**config.mk**
```make
export PLATFORM = sky130hd
export DESIGN_NAME = fifo_stream_reader_flat
export DESIGN_NICKNAME = d
export VERILOG_FILES = /design/src/rtl/fifo_stream_reader_if.sv /design/src/rtl/fifo_stream_reader.sv /design/src/flat_wrapper.sv
export SDC_FILE = /design/constraint.sdc
export NUM_CORES = 1
export LEC_CHECK = 0
export ABC_AREA = 1
export CAP_MARGIN = 40
export CORE_ASPECT_RATIO = 0.6
export CORE_MARGIN = 2
export CORE_UTILIZATION = 40
export CTS_BUF_LIST = sky130_fd_sc_hd__clkbuf_8
export DETAILED_ROUTE_END_ITERATION = 12
export SYNTH_ARGS = -nofsm -noshare
export SYNTH_HDL_FRONTEND = slang
export SYNTH_SLANG_ARGS = --single-unit
```
**constraint.sdc**
```tcl
create_clock -name clk -period 2.2 [get_ports clk]
set_clock_uncertainty 0.15 [all_clocks]
set_input_delay 0.44 -clock clk [delete_from_list [all_inputs] [get_ports clk]]
set_output_delay 0.44 -clock clk [all_outputs]
set_load 0.01 [all_outputs]
```
**src/rtl/fifo_stream_reader_if.sv**
```systemverilog
// Bundle of the FIFO read port, burst command and downstream stream signals
// seen by fifo_stream_reader. The master modport is the reader's view; the
// slave modport is the view of the FIFO/command/consumer side.
interface fifo_stream_reader_if #(
    parameter int DATA_W = 8,
    parameter int LEN_W  = 8,
    parameter int CNT_W  = 16
);
    logic              start;
    logic [LEN_W-1:0]  len;
    logic              busy;
    logic              done;
    logic              empty;
    logic              rd_en;
    logic [DATA_W-1:0] fifo_dout;
    logic [DATA_W-1:0] m_data;
    logic              m_valid;
    logic              m_ready;
    logic [CNT_W-1:0]  rd_count;

    modport master (
        input  start, len, empty, fifo_dout, m_ready,
        output busy, done, rd_en, m_data, m_valid, rd_count
    );

    modport slave (
        output start, len, empty, fifo_dout, m_ready,
        input  busy, done, rd_en, m_data, m_valid, rd_count
    );
endinterface

```
**src/rtl/fifo_stream_reader.sv**
```systemverilog
// Read-side master for a small synchronous FIFO with one-cycle read latency.
// Pops a programmed number of words and forwards them on a valid/ready stream
// through a 2-entry skid buffer so a stalled consumer never loses data.
//
// state | meaning
// IDLE  | waiting for start
// RUN   | issuing pops while words remain, FIFO non-empty and skid has room
// DRAIN | all pops issued; waiting for in-flight and buffered words to leave
// DONE  | one-cycle completion pulse
module fifo_stream_reader #(
    parameter int DATA_W = 8,
    parameter int LEN_W  = 8,
    parameter int CNT_W  = 16
) (
    input logic clk,
    input logic rst,
    fifo_stream_reader_if.master bus
);
    typedef enum logic [1:0] {IDLE, RUN, DRAIN, DONE} state_t;

    state_t            state;
    state_t            state_nx;
    logic [LEN_W-1:0]  remaining;
    logic              inflight;
    logic [1:0]        occ;
    logic [1:0]        occ_nx;
    logic [1:0]        pending;
    logic [DATA_W-1:0] head;
    logic [DATA_W-1:0] tail;
    logic              m_valid_q;
    logic              busy_q;
    logic              done_q;
    logic [CNT_W-1:0]  rd_count_q;
    logic              hs;
    logic              credit;
    logic              rd_en_c;

    // Handshake, skid credit and pop request, all from registered state.
    // pending counts words that will occupy the skid: buffered plus in flight.
    always_comb begin
        hs      = (occ != 2'd0) && bus.m_ready;
        pending = occ + {1'b0, inflight};
        credit  = (pending <= 2'd1) || ((pending == 2'd2) && hs);
        rd_en_c = (state == RUN) && !bus.empty && (remaining != '0) && credit;
        occ_nx  = occ + {1'b0, inflight} - {1'b0, hs};
    end

    // Next-state logic; DRAIN exits as soon as the skid will be empty after this edge.
    always_comb begin
        state_nx = state;
        case (state)
            IDLE: begin
                if (bus.start) begin
                    state_nx = (bus.len == '0) ? DONE : RUN;
                end
            end
            RUN: begin
                if (rd_en_c && (remaining == LEN_W'(1))) begin
                    state_nx = DRAIN;
                end
            end
            DRAIN: begin
                if (occ_nx == 2'd0) begin
                    state_nx = DONE;
                end
            end
            DONE: begin
                state_nx = IDLE;
            end
            default: begin
                state_nx = IDLE;
            end
        endcase
    end

    // State register.
    always_ff @(posedge clk) begin
        if (!rst) begin
            state <= IDLE;
        end else begin
            state <= state_nx;
        end
    end

    // Burst counter, read pipeline, skid buffer, status flags and delivered-word count.
    always_ff @(posedge clk) begin
        if (!rst) begin
            remaining  <= '0;
            inflight   <= 1'b0;
            occ        <= 2'd0;
            head       <= '0;
            tail       <= '0;
            m_valid_q  <= 1'b0;
            busy_q     <= 1'b0;
            done_q     <= 1'b0;
            rd_count_q <= '0;
        end else begin
            if ((state == IDLE) && bus.start) begin
                remaining <= bus.len;
            end else if (rd_en_c) begin
                remaining <= remaining - LEN_W'(1);
            end
            inflight  <= rd_en_c;
            occ       <= occ_nx;
            m_valid_q <= (occ_nx != 2'd0);
            busy_q    <= (state_nx != IDLE);
            done_q    <= (state_nx == DONE);
            if (hs) begin
                rd_count_q <= rd_count_q + CNT_W'(1);
            end
            // Head is always the oldest word; a pop shifts tail forward.
            case ({inflight, hs})
                2'b10: begin
                    if (occ == 2'd0) begin
                        head <= bus.fifo_dout;
                    end else begin
                        tail <= bus.fifo_dout;
                    end
                end
                2'b01: begin
                    head <= tail;
                end
                2'b11: begin
                    if (occ == 2'd1) begin
                        head <= bus.fifo_dout;
                    end else begin
                        head <= tail;
                        tail <= bus.fifo_dout;
                    end
                end
                default: begin
                end
            endcase
        end
    end

    assign bus.rd_en    = rd_en_c;
    assign bus.m_data   = head;
    assign bus.m_valid  = m_valid_q;
    assign bus.busy     = busy_q;
    assign bus.done     = done_q;
    assign bus.rd_count = rd_count_q;
endmodule

```
**src/flat_wrapper.sv**
```systemverilog
// flat-port wrapper written by rule: the top's interface ports become plain ports
module fifo_stream_reader_flat 
#(
    parameter int DATA_W = 8,
    parameter int LEN_W  = 8,
    parameter int CNT_W  = 16
)
  (clk, rst, bus_start, bus_len, bus_empty, bus_fifo_dout, bus_m_ready, bus_busy, bus_done, bus_rd_en, bus_m_data, bus_m_valid, bus_rd_count);
  fifo_stream_reader_if #(.DATA_W(DATA_W), .LEN_W(LEN_W), .CNT_W(CNT_W)) bus_i ();
  input logic clk;
  input logic rst;
  input wire logic [$bits(bus_i.start)-1:0] bus_start;
  input wire logic [$bits(bus_i.len)-1:0] bus_len;
  input wire logic [$bits(bus_i.empty)-1:0] bus_empty;
  input wire logic [$bits(bus_i.fifo_dout)-1:0] bus_fifo_dout;
  input wire logic [$bits(bus_i.m_ready)-1:0] bus_m_ready;
  output wire logic [$bits(bus_i.busy)-1:0] bus_busy;
  output wire logic [$bits(bus_i.done)-1:0] bus_done;
  output wire logic [$bits(bus_i.rd_en)-1:0] bus_rd_en;
  output wire logic [$bits(bus_i.m_data)-1:0] bus_m_data;
  output wire logic [$bits(bus_i.m_valid)-1:0] bus_m_valid;
  output wire logic [$bits(bus_i.rd_count)-1:0] bus_rd_count;
  assign bus_i.start = bus_start;
  assign bus_i.len = bus_len;
  assign bus_i.empty = bus_empty;
  assign bus_i.fifo_dout = bus_fifo_dout;
  assign bus_i.m_ready = bus_m_ready;
  assign bus_busy = bus_i.busy;
  assign bus_done = bus_i.done;
  assign bus_rd_en = bus_i.rd_en;
  assign bus_m_data = bus_i.m_data;
  assign bus_m_valid = bus_i.m_valid;
  assign bus_rd_count = bus_i.rd_count;
  fifo_stream_reader #(.DATA_W(DATA_W), .LEN_W(LEN_W), .CNT_W(CNT_W)) u_core (.clk(clk), .rst(rst), .bus(bus_i));
endmodule
```
==> results.json, run 1 <==
{
  "ys_warn_count": 0,
  "hold_start": "u_core.tail[4]",
  "timing.rr.end": "u_core.remaining[1]",
  "startpoint_type": "register",
  "synth_top_area_share": 0.384,
  "synth_top_area_cell": "dfxtp_1",
  "reg2reg_depth": 10,
  "leakage_nw": 1.44,
  "grt_pass1_vias": 2146,
  "synth.net_count": 395,
  "dp_hpwl_mm": 4.48,
  "whs_path_depth": 2,
  "fmax_mhz": 491,
  "status": "complete, no violations",
  "critical_path.most_common_cell": "inv_1",
  "cap_violations": 0,
  "cp_max_fo": 2,
  "gp_congestion": 0.837,
  "worstHoldPathType": "register to register",
  "ctsHoldBuffers": 0,
  "fillerInstances": 595,
  "die-area_um2": 6930,
  "ys_seq_area_frac": 0.384,
  "worstMarginPinSlew_ns": 0.625,
  "clock-root-buffer": "clkbuf_8",
  "wl_mm": 5.88,
  "clkLatencyLatePin_ns": 0.30,
  "vias": 2394,
  "min_to": "u_core.tail[4]",
  "drive_above_1_share": 0.121,
  "cts.reportedPaths.clkPinSlew_ns": 0.09,
  "layout_commonest_cell": "nand2_1",
  "slew_headroom": 0.583,
  "route.detailed.drc": 0,
  "post_synth.cell_area_avg_um2": 6.78,
  "n_antenna_cell": 0,
  "synth-async-reset-ratio": 0,
  "fp.dieH_um": 65.3,
  "post_drt_wl_per_cell_um": 11.3,
  "synth_cell_types": 34,
  "rsz0062_at_grt": "no",
  "overflow": 0,
  "grt_max_degree": 20,
  "synth-seq-cells": 48,
  "rr_startpoint": "u_core.occ[0]",
  "synth_edf_count": 0,
  "core_um2": 6080,
  "portBuffers": 48,
  "cp_num_buf_inv": 3,
  "cts_made_buffers": 5,
  "postSynthCellCount": 369,
  "start_util": 0.412,
  "path_class": "register to primary output",
  "min_period_ns": 2.04,
  "hold_viol_final": 0,
  "dr.pass1.iters": 4,
  "critPathTopFamily": "flip-flops",
  "area_growth_pct": 32.8,
  "end_kind": "primary output",
  "critical_path.cell_chain": "ha_1 > inv_1 > nand3_2 > nand2_2 > inv_1 > nor2_2 > buf_2",
  "cp_data_required_time_ns": 1.61,
  "drtIter0Drc": 116,
  "arrival_ns": 1.45,
  "post_cts.repair.setup_buffers": 0,
  "num_io_pins": 49,
  "syn_area_um2": 2500,
  "grt_pass1_wl_mm": 10.1,
  "setup_viol": 0,
  "grtUsageTotal": 0.182,
  "die_x_um": 106,
  "clkSinkCount": 48,
  "timing.final.crit_share": 0.926,
  "synthFlopType": "dfxtp_1",
  "cts_tree": "yes",
  "via_per_inst": 4.59,
  "maxSlewViolCount": 0,
  "clock_path_buffers": 2,
  "ys_top_cells_by_area": "dfxtp_1 38%, nand2_1 12%, inv_1 9.0%",
  "nets": 463,
  "htree_levels": 2,
  "max_stage_delay_ns": 0.32,
  "fin_area_um2": 3320,
  "fp-row-count": 22,
  "vdd_drop_max_mv": 0.358,
  "power.density_nw_per_um2": 831,
  "cp_slowest_cell": "dfxtp_1",
  "final_cell_mix": "78 x nand2_1, 60 x inv_1, 47 x clkdlybuf4s50_1, 46 x dfxtp_1, 45 x nor2_1",
  "placed_area_um2": 3200,
  "drtAntennaViolNets": 0,
  "grt_antenna_before_repair": 0,
  "tns_ns": 0,
  "total_power_mw": 2.76,
  "r2r_setup_slack_ns": 0.46
}
## report_power, final
| group | total, mW | switching, mW | leakage [nW] | internal (mW) |
|---|---|---|---|---|
| registers | 1.06 | 0.0747 | 0.391 | 0.985 |
| clock network | 0.700 | 0.298 | 0.0645 | 0.401 |
| logic | 1.00 | 0.539 | 0.988 | 0.464 |
| total | 2.76 | 0.913 | 1.44 | 1.85 |
## synthesized netlist by cell type (2+ instances only)
cell,n
a21oi_1,29
a21oi_2,2
buf_2,3
buf_6,2
clkbuf_1,2
dfxtp_1,48
ha_1,5
inv_1,60
nand2_1,78
nand2_2,2
nand3_1,22
nand3_2,2
nand4_1,6
nor2_1,46
nor2_2,2
nor3_1,4
nor3_2,2
o21ai_0,34
o21ai_1,2
o21ai_2,2
xnor2_1,3
## worst register-to-register path: stages, from the launching register on
cell     delay (ns)
dfxtp_1        0.32
ha_1           0.28
inv_1          0.09
nand3_2        0.08
nand2_2        0.07
buf_4          0.11
nand3_2        0.11
buf_4          0.20
nor2_1         0.10
nor2_1         0.05
a21oi_1        0.11
## worst max path at each step
stage                      to  depth (start not counted)           startpoint
global route        bus_rd_en                          8  u_core.remaining[1]
detailed placement  bus_rd_en                          6          bus_m_ready
global placement    bus_rd_en                          6          bus_m_ready
finish              bus_rd_en                          7        u_core.occ[0]
CTS                 bus_rd_en                          8  u_core.remaining[1]
floorplan           bus_rd_en                          7  u_core.remaining[0]
## final cells by class
type / instances / area, um2 / area share
Clock inverter: 1 / 30.0 / 0.00903
Timing Repair Buffer: 70 / 641 / 0.193
Multi-Input combinational cell: 248 / 1240 / 0.373
Inverter: 64 / 249 / 0.0749
Tap cell: 84 / 105 / 0.0316
Sequential cell: 48 / 963 / 0.290
Clock buffer: 7 / 96.3 / 0.0290
## metal layers
metal | GRT usage | vias to the layer above | routed length [um]
met1 | 0.284 | 1033 | 3270
met4 | 0.0395 | 0 | 49
met2 | 0.256 | 56 | 2260
met3 | 0.0357 | 4 | 301
li1 | - | 1301 | -
met5 | 0 | - | 0
## cells by family after synthesis
kind of cell / after synthesis / share of synthesized area
AND/OR/NAND/NOR: 169 / 0.309
adder cells (fa/ha/maj): 5 / 0.0250
AO/OA/AOI/OAI: 71 / 0.149
XOR/XNOR: 3 / 0.0105
flip-flops: 48 / 0.384
buffers and inverters: 73 / 0.122
## metrics by stage
step,hold WS (ns),std cells,worst slack (ns),utilization
6_report,0.292,522,0.163,0.546
5_1_grt,0.320,522,0.0411,0.546
4_1_cts,0.296,522,0.0168,0.547
3_5_place_dp,0.283,514,-0.248,0.526
3_3_place_gp,0.277,514,-0.257,0.526
2_1_floorplan,0.270,369,0.470,-
## registers in the layout, indices dropped and copies added, names as in the netlist
| signal | count |
|---|---|
| u_core.bus.busy | 1 |
| u_core.bus.done | 1 |
| u_core.bus.m_data | 8 |
| u_core.bus.m_valid | 1 |
| u_core.bus.rd_count | 16 |
| u_core.inflight | 1 |
| u_core.occ | 2 |
| u_core.remaining | 8 |
| u_core.state | 2 |
| u_core.tail | 8 |
## repair_timing
action / in CTS / in global routing
gates resized for setup: 4 / 3
endpoints found under the setup margin: 1 / 1
gates cloned: 0 / 0
(Power assumes the default switching activity.)
==> run 2: changes to the inputs <==
--- a/config.mk
+++ b/config.mk
@@ -7,11 +7,14 @@
 export LEC_CHECK = 0
 export ABC_AREA = 1
 export CAP_MARGIN = 40
+export CELL_PAD_IN_SITES_DETAIL_PLACEMENT = 0
+export CELL_PAD_IN_SITES_GLOBAL_PLACEMENT = 1
 export CORE_ASPECT_RATIO = 0.6
 export CORE_MARGIN = 2
-export CORE_UTILIZATION = 40
+export CORE_UTILIZATION = 38
 export CTS_BUF_LIST = sky130_fd_sc_hd__clkbuf_8
 export DETAILED_ROUTE_END_ITERATION = 12
+export PLACE_DENSITY_LB_ADDON = 0.1
 export SYNTH_ARGS = -nofsm -noshare
 export SYNTH_HDL_FRONTEND = slang
 export SYNTH_SLANG_ARGS = --single-unit
==> run 2 against run 1 <==
Via count about the same. Die area increased by 5.0%. Sequential share of layout area rose by 0.067 points. Worst setup slack got worse by 0.0016 ns. Sequential power about the same. Non-clock buffer count fell by 1. Largest cell class unchanged. Largest power group unchanged.
==> results.json, run 2 (synthesis gave the netlist of run 1 again) <==
{
  "drtIter0Drc": 116,
  "worstMarginPinSlew_ns": 0.622,
  "status": "complete, no violations",
  "nets": 462,
  "leakage_nw": 1.44,
  "dp_slack_ns": -0.244,
  "intPower_mw": 1.77,
  "cp_slowest_cell": "dfxtp_1",
  "largest_reg_flops": 16,
  "slew_headroom": 0.585,
  "grtUsageTotal": 0.174,
  "grt_antenna_before_repair": 0,
  "whs_path_depth": 2,
  "dr.pass1.iters": 4,
  "num_io_pins": 49,
  "route.detailed.drc": 0,
  "fin_area_um2": 3310,
  "power_switching_mw": 0.898,
  "reg2reg_depth": 10,
  "dp_hpwl_mm": 4.36,
  "core_um2": 6250,
  "power.density_nw_per_um2": 808,
  "cts.reportedPaths.clkPinSlew_ns": 0.09,
  "clkLatencyLatePin_ns": 0.29,
  "layout_commonest_cell": "nand2_1",
  "clock_path_buffers": 2,
  "comb_power_share": 0.374,
  "path_class": "register to primary output",
  "grt_pass1_wl_mm": 9.85,
  "portBuffers": 48,
  "vdd_drop_max_mv": 0.363,
  "rsz0062_at_grt": "no",
  "sw_frac_of_total": 0.336,
  "via_per_inst": 4.60,
  "overflow": 0,
  "timing.rr.end": "u_core.remaining[1]",
  "vias": 2395,
  "clkSinkCount": 48,
  "die_x_um": 109,
  "rr_startpoint": "u_core.occ[0]",
  "placedCellCount": 513,
  "start_util": 0.401,
  "critPathTopFamily": "flip-flops",
  "post_drt_wl_per_cell_um": 11.0,
  "seqPwrFrac": 0.394,
  "cts_tree": "yes",
  "arrival_ns": 1.45,
  "post_cts.repair.setup_buffers": 0,
  "fin_cells": 521,
  "timing.final.crit_share": 0.927,
  "n_antenna_cell": 0,
  "min_to": "u_core.tail[0]",
  "cts_made_buffers": 5,
  "end_kind": "primary output",
  "startpoint_type": "register",
  "hold_start": "u_core.tail[0]",
  "fp-row-count": 22,
  "drtAntennaViolNets": 0,
  "grt_pass1_vias": 2161,
  "total_power_mw": 2.67,
  "die-area_um2": 7280,
  "whs_ns": 0.290,
  "fmax_mhz": 491,
  "worstHoldPathType": "register to register",
  "grt_max_degree": 35,
  "drive_above_1_share": 0.112,
  "critical_path.cell_chain": "ha_1 > inv_1 > nand3_2 > nand2_2 > inv_1 > nor2_2 > buf_2",
  "startpoint": "u_core.occ[0]",
  "max_stage_delay_ns": 0.32,
  "wl_mm": 5.75,
  "fp.dieH_um": 66.9,
  "layout_setup_ws_ns": 0.161,
  "cp_num_buf_inv": 3,
  "final_cell_mix": "78 x nand2_1, 61 x inv_1, 48 x dfxtp_1, 47 x clkdlybuf4s50_1, 45 x nor2_1",
  "cap_violations": 0,
  "hold_viol_final": 0,
  "r2r_setup_slack_ns": 0.50,
  "min_period_ns": 2.04,
  "placed_area_um2": 3200,
  "critical_path.most_common_cell": "inv_1",
  "htree_levels": 2,
  "cp_data_required_time_ns": 1.61,
  "cp_max_fo": 2,
  "setup_viol": 0,
  "clock-root-buffer": "clkbuf_8",
  "area_growth_pct": 32.1,
  "clkPwrFrac": 0.232,
  "gp_congestion": 0.822,
  "maxSlewViolCount": 0
}
-- run 2: cell types whose count changed in the layout (fill, tap and decap cells not counted) --
cell,previous run,this run
buf_4,22,20
clkbuf_8,7,5
dfxtp_1,46,48
dfxtp_2,2,0
buf_12,0,1
clkinv_2,1,2
inv_1,60,61
-- run 2: stage by stage --
step	utilization	setup TNS, ns
3_3_place_gp	0.513	-0.219
2_1_floorplan	-	0
3_5_place_dp	0.513	-0.244
6_report	0.529	0
5_1_grt	0.529	0
4_1_cts	0.530	0
-- run 2: how the worst max path moves through the flow --
stage | end | slack, ns | depth (start not counted)
finish | bus_rd_en | 0.16 | 7
global placement | bus_rd_en | -0.22 | 6
floorplan | bus_rd_en | 0.47 | 7
CTS | bus_rd_en | 0.002 | 7
detailed placement | bus_rd_en | -0.24 | 6
global route | bus_rd_en | 0.03 | 8
-- run 2: routing by layer --
layer | up-vias | global-route usage | part of all wire
li1 | 1303 | - | -
met1 | 1039 | 0.253 | 0.56
met2 | 51 | 0.260 | 0.39
met3 | 2 | 0.0440 | 0.047
met4 | 0 | 0.0288 | 0.0024
met5 | - | 0 | 0
-- run 2: power groups by stage --
stage	combinational [mW]	clock [mW]	sequential [mW]
floorplan	0.566	0	1.10
global placement	0.997	0	1.07
detailed placement	0.997	0	1.07
CTS	1.00	0.643	1.05
global route	1.13	0.679	1.07
finish	0.998	0.621	1.05
-- run 2: final cells by class --
cell class              count  area, um2
clock buffers               5       68.8
clock inverters             3       38.8
fillers                   659       2940
inverters                  64        249
multi-input cells         248       1240
flip-flops and latches     48        961
well taps                  84        105
repair buffers             69        646
-- run 2: repair_timing --
item                                   4_1_cts  5_1_grt
pin swaps                                    0        0
resized for setup                            3        2
setup endpoints to repair                    1        1
gates cloned                                 0        0
endpoints found under the hold margin        0        0
hold buffers                                 0        0
-- run 2: worst min-delay path: cells and delay by family (launching register included) --
family | cells | cell delay [ns]
flip-flops | 1 | 0.31
AO/OA/AOI/OAI | 1 | 0.05
buffers and inverters | 1 | 0.04
==> run 3: changes to the inputs <==
--- a/config.mk
+++ b/config.mk
@@ -14,6 +14,7 @@
 export CORE_UTILIZATION = 38
 export CTS_BUF_LIST = sky130_fd_sc_hd__clkbuf_8
 export DETAILED_ROUTE_END_ITERATION = 12
+export GPL_TIMING_DRIVEN = 1
 export PLACE_DENSITY_LB_ADDON = 0.1
 export SYNTH_ARGS = -nofsm -noshare
 export SYNTH_HDL_FRONTEND = slang
==> constraint.sdc (replaced) <==
create_clock -name clk -period 2.2 [get_ports clk]
set_clock_uncertainty 0.15 [all_clocks]
set_input_delay 0.44 -clock clk [delete_from_list [all_inputs] [get_ports clk]]
set_output_delay 0.44 -clock clk [all_outputs]
set_load 0.1 [all_outputs]
==> run 3 against run 2 <==
Core utilization is 1.0 points lower. Count of clock-buffer cells in the layout increased by 1. Critical path type unchanged. Worst setup slack got worse by 0.070 ns. Sequential share of layout area increased by 0.81 points. First-iteration DRC count shrank 10%. Register-to-register slack worse by 0.02 ns. Sequential cell count stayed put. Global-route usage shrank 0.18 points. Clock power down 13%.
==> results.json, run 3 (synthesis gave the netlist of run 1 again) <==
{
  "status": "complete, no violations",
  "dp_slack_ns": -0.0685,
  "rr_startpoint": "u_core.occ[0]",
  "area_growth_pct": 29.5,
  "core_um2": 6250,
  "start_util": 0.401,
  "nets": 455,
  "via_per_inst": 4.51,
  "ctsHoldBuffers": 0,
  "drtIter0Drc": 104,
  "dp_hpwl_mm": 4.44,
  "hold_start": "u_core.tail[2]",
  "total_power_mw": 3.12,
  "n_antenna_cell": 0,
  "startpoint_type": "register",
  "min_period_ns": 2.11,
  "grt_pass1_vias": 2060,
  "power.density_nw_per_um2": 963,
  "fillerInstances": 619,
  "clock-root-buffer": "clkbuf_8",
  "whs_path_depth": 2,
  "tns_ns": 0,
  "route.detailed.drc": 0,
  "clkSinkCount": 48,
  "largest_reg_flops": 16,
  "timing.final.crit_share": 0.958,
  "htree_levels": 2,
  "portBuffers": 48,
  "cp_data_required_time_ns": 1.61,
  "reg2reg_depth": 10,
  "cts_tree": "yes",
  "drive_above_1_share": 0.191,
  "cts_made_buffers": 5,
  "overflow": 0,
  "layout_setup_ws_ns": 0.0919,
  "r2r_setup_slack_ns": 0.48,
  "timing.rr.end": "u_core.remaining[1]",
  "worstMarginPinSlew_ns": 0.671,
  "dr.pass1.iters": 4,
  "fp-row-count": 22,
  "arrival_ns": 1.52,
  "clkLatencyLatePin_ns": 0.30,
  "hold_viol_final": 0,
  "layout_commonest_cell": "nand2_1",
  "drtAntennaViolNets": 0,
  "grtUsageTotal": 0.172,
  "fp.dieH_um": 66.9,
  "die_x_um": 109,
  "grt_antenna_before_repair": 0,
  "grt_pass1_wl_mm": 9.74,
  "end_kind": "primary output",
  "worstHoldPathType": "register to register",
  "gp_congestion": 0.783,
  "cp_max_fo": 4,
  "vdd_drop_max_mv": 0.518,
  "cts.reportedPaths.clkPinSlew_ns": 0.09,
  "whs_ns": 0.294,
  "path_class": "register to primary output",
  "clock_path_buffers": 2,
  "maxSlewViolCount": 0,
  "die-area_um2": 7280,
  "vias": 2318,
  "slew_headroom": 0.553,
  "setup_viol": 0,
  "leakage_nw": 1.45,
  "wl_mm": 5.82,
  "final_cell_mix": "75 x nand2_1, 59 x inv_1, 45 x nor2_1, 42 x dfxtp_1, 40 x buf_4",
  "fmax_mhz": 474,
  "num_io_pins": 49,
  "post_drt_wl_per_cell_um": 11.3,
  "grt_max_degree": 20,
  "cap_violations": 0,
  "min_to": "u_core.tail[2]"
}
==> run 3: layout make-up <==
cell class                      instances  area (um2)  area share
Clock buffer                            6        82.6      0.0255
Clock inverter                          2        11.3     0.00347
Inverter                               64         249      0.0768
Multi-Input combinational cell        248        1290       0.397
Sequential cell                        48         968       0.299
Tap cell                               84         105      0.0324
Timing Repair Buffer                   62         539       0.166
==> run 3: repair_timing <==
item / CTS / global route
pin swaps: 0 / 3
buffers inserted: 0 / 1
resized for setup: 4 / 11
setup endpoints to repair: 1 / 1
==> run 3: per-layer routing <==
layer	track usage	vias to the layer above	wire, um
met5	0	-	0
met1	0.261	983	3290
met4	0.0337	0	18
li1	-	1289	-
met3	0.0391	2	315
met2	0.244	44	2200
==> run 3: worst max-delay path, stage by stage, from the launching register on <==
cell and delay [ns]:
dfxtp_2 0.35, inv_1 0.07, ha_4 0.18, nand2_4 0.08, clkinv_1 0.07, nand2_2 0.08
nand2_2 0.06, nor2_4 0.14, buf_12 0.18
==> run 3: metrics by stage <==
stage,instances,utilization,instance area [um2]
3_3_place_gp,505,0.495,3100
3_5_place_dp,505,0.495,3100
5_1_grt,514,0.519,3240
6_report,514,0.519,3240
2_1_floorplan,369,-,2510
4_1_cts,513,0.511,3190
==> run 3: worst max path at each step <==
stage / from / to
finish: u_core.remaining[1] / bus_rd_en
global route: u_core.remaining[1] / bus_rd_en
CTS: u_core.inflight / bus_rd_en
detailed placement: bus_m_ready / bus_rd_en
global placement: bus_m_ready / bus_rd_en
floorplan: u_core.bus.rd_count[2] / u_core.bus.rd_count[9]
==> run 3: where the power goes <==
| group | leakage, nW | internal (mW) | switching [mW] |
|---|---|---|---|
| registers | 0.393 | 0.990 | 0.0835 |
| logic | 1.01 | 0.428 | 1.08 |
| clock network | 0.0486 | 0.251 | 0.291 |
